**src/rtl/fsm_visit_monitor.sv**
```systemverilog
// Per-state visit counter and sticky threshold alarm that watches the present-state bus of a benchmark FSM.
// Optional build macro VISIT_WINDOW_EN adds a WINDOW-cycle sliding reset of the visit counters.
module fsm_visit_monitor #(
  parameter int SW          = 4,
  parameter int NSTATES     = 11,
  parameter int CW          = 8,
  parameter int MODE_CYCLES = 0
`ifdef VISIT_WINDOW_EN
  ,
  parameter int WINDOW      = 256
`endif
) (
  input  logic               clk,
  input  logic               rst,
  input  logic [SW-1:0]      state_in,
  input  logic               state_vld,
  input  logic [NSTATES-1:0] watch_mask,
  input  logic [CW-1:0]      threshold,
  input  logic               clear,
  input  logic [SW-1:0]      rd_sel,
  output logic [CW-1:0]      rd_count,
  output logic               alarm,
  output logic [SW-1:0]      alarm_state,
  output logic               illegal
);

  localparam logic [CW-1:0] CNT_MAX   = '1;
  localparam logic [SW-1:0] LAST_CODE = SW'(NSTATES);

  typedef enum logic {
    IDLE,
    ARMED
  } ctl_t;

  ctl_t          ctl;
  logic [CW-1:0] cnt [1:NSTATES];
  logic [SW-1:0] prev_state;
  logic          prev_vld;

  logic          legal;
  logic          active;
  logic          entry;
  logic          inc;
  logic          watched;
  logic          wrap;
  logic          trip;
  logic [CW-1:0] cur;
  logic [CW-1:0] nxt;
  logic [CW-1:0] new_cnt;
  logic [CW-1:0] rd_val;

`ifdef VISIT_WINDOW_EN
  localparam int WW = (WINDOW > 1) ? $clog2(WINDOW) : 1;
  logic [WW-1:0] win;
  assign wrap = (win == WW'(WINDOW - 1));
`else
  assign wrap = 1'b0;
`endif

  assign legal  = (state_in != '0) && (state_in <= LAST_CODE);
  // The IDLE->ARMED cycle itself is a counting cycle, so the first valid sample is never lost.
  assign active = (ctl == ARMED) || state_vld;
  assign entry  = state_vld && active && legal && ((state_in != prev_state) || !prev_vld);
  assign inc    = (MODE_CYCLES != 0) ? (state_vld && active && legal) : entry;

  // NOTE: every variable written here gets a default first, otherwise the
  // unmatched loop iterations would infer latches.
  always_comb begin
    cur     = '0;
    watched = 1'b0;
    rd_val  = '0;
    for (int s = 1; s <= NSTATES; s++) begin
      if (state_in == SW'(s)) begin
        cur     = cnt[s];
        watched = watch_mask[s-1];
      end
      if (rd_sel == SW'(s)) begin
        rd_val = cnt[s];
      end
    end
  end

  assign nxt     = (cur == CNT_MAX) ? CNT_MAX : cur + 1'b1;
  // A visit landing on the window rollover starts the new window at 1.
  assign new_cnt = wrap ? CW'(1) : nxt;
  assign trip    = inc && watched && (threshold != '0) && (new_cnt >= threshold);

  // NOTE: sequential state uses non-blocking assignments so every register
  // samples the pre-edge values regardless of statement order.
  always_ff @(posedge clk) begin
    if (rst) begin
      ctl         <= IDLE;
      prev_state  <= '0;
      prev_vld    <= 1'b0;
      rd_count    <= '0;
      alarm       <= 1'b0;
      alarm_state <= '0;
      illegal     <= 1'b0;
      // NOTE: the counters are a small flop array, not a RAM, so resetting
      // them directly is both legal and required here.
      for (int s = 1; s <= NSTATES; s++) begin
        cnt[s] <= '0;
      end
`ifdef VISIT_WINDOW_EN
      win <= '0;
`endif
    end else begin
      prev_state <= state_in;
      prev_vld   <= state_vld;
      rd_count   <= rd_val;
      if (clear) begin
        ctl         <= IDLE;
        alarm       <= 1'b0;
        alarm_state <= '0;
        illegal     <= 1'b0;
        for (int s = 1; s <= NSTATES; s++) begin
          cnt[s] <= '0;
        end
`ifdef VISIT_WINDOW_EN
        win <= '0;
`endif
      end else begin
        if (ctl == IDLE && state_vld) begin
          ctl <= ARMED;
        end
`ifdef VISIT_WINDOW_EN
        win <= wrap ? '0 : win + 1'b1;
`endif
        for (int s = 1; s <= NSTATES; s++) begin
          if (wrap) begin
            cnt[s] <= '0;
          end
          if (inc && state_in == SW'(s)) begin
            cnt[s] <= new_cnt;
          end
        end
        if (trip) begin
          alarm <= 1'b1;
          if (!alarm) begin
            alarm_state <= state_in;
          end
        end
        if (state_vld && active && !legal) begin
          illegal <= 1'b1;
        end
      end
    end
  end

endmodule

```
**config.mk**
```make
export PLATFORM = sky130hd
export DESIGN_NAME = fsm_visit_monitor
export DESIGN_NICKNAME = d
export VERILOG_FILES = /design/src/rtl/fsm_visit_monitor.sv
export SDC_FILE = /design/constraint.sdc
export NUM_CORES = 1
export LEC_CHECK = 0
export CAP_MARGIN = 5
export CELL_PAD_IN_SITES_DETAIL_PLACEMENT = 1
export CELL_PAD_IN_SITES_GLOBAL_PLACEMENT = 1
export CORE_UTILIZATION = 50
export DETAILED_ROUTE_END_ITERATION = 7
export PLACE_DENSITY = 0.91
export SYNTH_ARGS = -nofsm -noshare
export SYNTH_HDL_FRONTEND = slang
export SYNTH_SLANG_ARGS = --single-unit
```
**constraint.sdc**
```tcl
create_clock -name clk -period 6.4 [get_ports clk]
set_input_delay 0.64 -clock clk [delete_from_list [all_inputs] [get_ports clk]]
set_output_delay 0.64 -clock clk [all_outputs]
set_load 0.005 [all_outputs]
```
==> summary.txt <==
STA
  – Tmin final: 5.64 ns
  – Worst Tran Pin Value: 1.14 ns
  – Setup violations, final: 0
  – Slew Viols, Final: 0
  – Clk_skew: 0.00650 ns
  – Headroom to the max-slew limit: 0.236
  – Final period util: 0.881
  – RSZ-0062 raised after global routing: false
  – Fin Setup TNS: 0 ns
  – Hold WS: 0.482 ns
  – Final Hold Fails: 0
  – Fmax: 0.177 GHz

Placement
  – Post-DP HPWL: 17.5 mm
  – Port Buffer Count: 44
  – DP Area: 6830 um^2
  – Global placer's final weighted congestion: 0.991

Pwr
  – Worst ir drop on vdd: 0.000258 V
  – Static Leak: 0.00265 uW
  – Pwr/cell area: 224 nW/um^2
  – Total power: 1590 uW

Critical path
  – CP endpoint kind: flop
  – Worst R2R Setup Slack: 1.80 ns
  – Worst Path Required: 6.68 ns
  – CP Class: primary input to flop
  – Crit path arrival time: 5.92 ns
  – CP startpoint kind: primary input
  – CP peak stage delay: 0.88 ns
  – Slowest CP cell: clkdlybuf4s50_1
  – Worst-path fanout max: 19
  – Crit-path cells: clkdlybuf4s50_1 -> or3b_1 -> o2bb2ai_1 -> nor4_1 -> o21ai_2 -> o21a_1 -> ha_1 -> o21ai_0 -> a21oi_2 -> and4_1 -> a21boi_1 -> buf_4 -> ha_1 -> nand2b_1 -> a21o_1 -> a21o_1 -> a21oi_1 -> o21ai_0 -> nand3b_1 -> mux2i_1

Cells and area
  – Share of layout cells above drive strength 1: 0.102
  – Fin nets: 725
  – Layout area overhead: 13.7%
  – Ant. Diodes: 0
  – # fillers: 1362
  – Finished Cell Area: 7110 um^2
  – Final core utilization: 0.587

Clock network
  – H-tree depth: 3
  – Hold buffers post-CTS: 0
  – CTS tree: yes
  – CTS clk-pin slew, worst paths: 0.07 ns
  – Longest Clk Path Bufs: 2
  – Post-CTS Setup Repair Bufs: 0
  – Num CTS Buffers: 9
  – Clk sinks: 107
  – Clock Root Buffer: clkbuf_16
  – Post-CTS sizing: 0
  – Clk_lat worst skew: 0.35 ns

Synth
  – Gate Count Post-Synth: 645
  – Synth cell types: 75
  – Ys async rst share: 0
  – Syn_area_per_cell: 9.69 um^2
  – Seq/Total Area, Yosys: 0.484
  – Post-synthesis net count: 685
  – EDFF count, synth: 88
  – Register bit count reported by yosys: 107
  – Mapped Area: 6250 um^2
  – Top_reg_cell synth: edfxtp_1
  – Synth warn: 0

GRT
  – Largest net degree at the start of global routing: 42
  – Overall Global Routing Usage: 0.379
  – Number of global-route vias before repair: 5927
  – Global-route wire length before repair: 35.1 mm
  – GR Overflow Total: 0
  – Initial antenna violation count: 0

Floorplan
  – Num ports: 45
  – Initial core utilization: 0.516
  – Die area: 13000 um^2
  – Rows: 40
  – Core ar.: 12100 um^2
  – Horiz. Die Dim: 114 um
  – Die height: 114 um

Drt
  – Drt via density: 6.69
  – DRC errors left: 0
  – DR iter-0 viols: 699
  – Post-DRT Antenna Nets: 0
  – Via count: 5734
  – WL/cell: 27.7 um
  – DRT Pass-1 Iters: 6
  – DRT Wirelength: 23.8 mm

Flow run
  – Max cap viols: 0

Status
  – Outcome: finished clean

Min path
  – Worst hold path type: flop to flop
-- stage by stage --
stage,cells,setup WS [ns]
4_1_cts,855,0.896
3_3_place_gp,840,0.824
2_1_floorplan,645,2.01
5_1_grt,857,0.515
3_5_place_dp,840,0.631
6_report,857,0.760
-- cell usage after synthesis (4+ instances only) --
cell        n  share of area
nor2_1     92          0.055
edfxtp_1   88           0.42
a21oi_1    54          0.043
o21ai_0    46          0.037
nand2_1    40          0.024
nor3_1     27          0.022
inv_1      23          0.014
mux2i_1    23          0.037
dfxtp_1    19          0.061
o22ai_1    15          0.015
buf_2      14          0.011
clkbuf_1   13         0.0078
nand3_1    13          0.010
nand2b_1   11          0.011
a22oi_1    10          0.012
buf_4      10          0.012
mux2_2     10          0.018
ha_1        9          0.018
nor2b_1     9         0.0090
nand3b_1    8         0.0096
a22o_1      6         0.0084
buf_6       6          0.011
nor4_1      6         0.0060
o21a_1      6         0.0072
a211oi_1    4         0.0048
a21o_1      4         0.0048
a2bb2oi_1   4         0.0056
a31oi_1     4         0.0040
nand4_1     4         0.0040
o2bb2ai_1   4         0.0056
-- layout make-up --
class,count,area [um^2],share of cell area
clock inverter,5,31.3,0.00440
clock buffer,10,229,0.0322
tap,168,210,0.0296
timing repair buffer,73,652,0.0917
multi-input combinational,471,2880,0.405
sequential,107,3020,0.425
inverter,23,86.3,0.0121
-- registers in the layout, indices dropped and copies added, names as in the netlist --
signal	cells
prev_state	4
rd_count	8
alarm	1
prev_vld	1
illegal	1
cnt	88
alarm_state	4
-- layout by cell type (no fill, tap or decap), types with 10 or more instances in the layout --
cell type	Yosys	routed
nor2_1	92	92
edfxtp_1	88	88
a21oi_1	54	54
o21ai_0	46	42
clkdlybuf4s50_1	0	42
nand2_1	40	40
nor3_1	27	27
buf_4	10	27
mux2i_1	23	23
inv_1	23	23
dfxtp_1	19	19
o22ai_1	15	15
nand3_1	13	13
nand2b_1	11	11
a22oi_1	10	10
mux2_2	10	10
-- logic make-up (layout without fill, tap and decap cells) --
kind of cell / after synthesis / after routing / synth area share
muxes: 33 / 33 / 0.0548
AOI/OAI and AO/OA: 189 / 189 / 0.194
xor gates and xnor gates: 4 / 4 / 0.00561
adders and majority gates: 9 / 9 / 0.0180
DFF: 107 / 107 / 0.484
buffers and inverters: 67 / 111 / 0.0562
and+or+nand+nor: 236 / 236 / 0.188
-- critical path, delay by kind of cell --
| kind | cells | cell delay, ns |
|---|---|---|
| simple gates | 5 | 1.45 |
| fa+ha+maj | 2 | 0.46 |
| mux | 1 | 0.26 |
| compound gates | 10 | 2.03 |
| buf+inv | 2 | 1.08 |
-- power by group --
group          switching [uW]  internal (uW)  total [uW]
Clock                     247            261         508
Sequential               23.4            782         806
Combinational             181           98.5         279
Total                     451           1140        1590
-- worst paths after layout --
kind	cells past startpoint	end	from
worst min register to register	2	alarm_state[1]	alarm_state[1]
worst min-delay path	2	alarm_state[1]	alarm_state[1]
worst max-delay path	20	alarm_state[2]	state_in[3]
worst max register to register	19	alarm_state[2]	cnt[0][17]
-- metal layers --
layer / share of wire / vias up / global-route usage
met5: 0 / - / 0
met4: 0.045 / 0 / 0.190
met3: 0.095 / 78 / 0.0797
met2: 0.46 / 342 / 0.600
met1: 0.40 / 2832 / 0.496
li1: - / 2482 / -
Note: power is estimated with default switching activity, not from simulation.
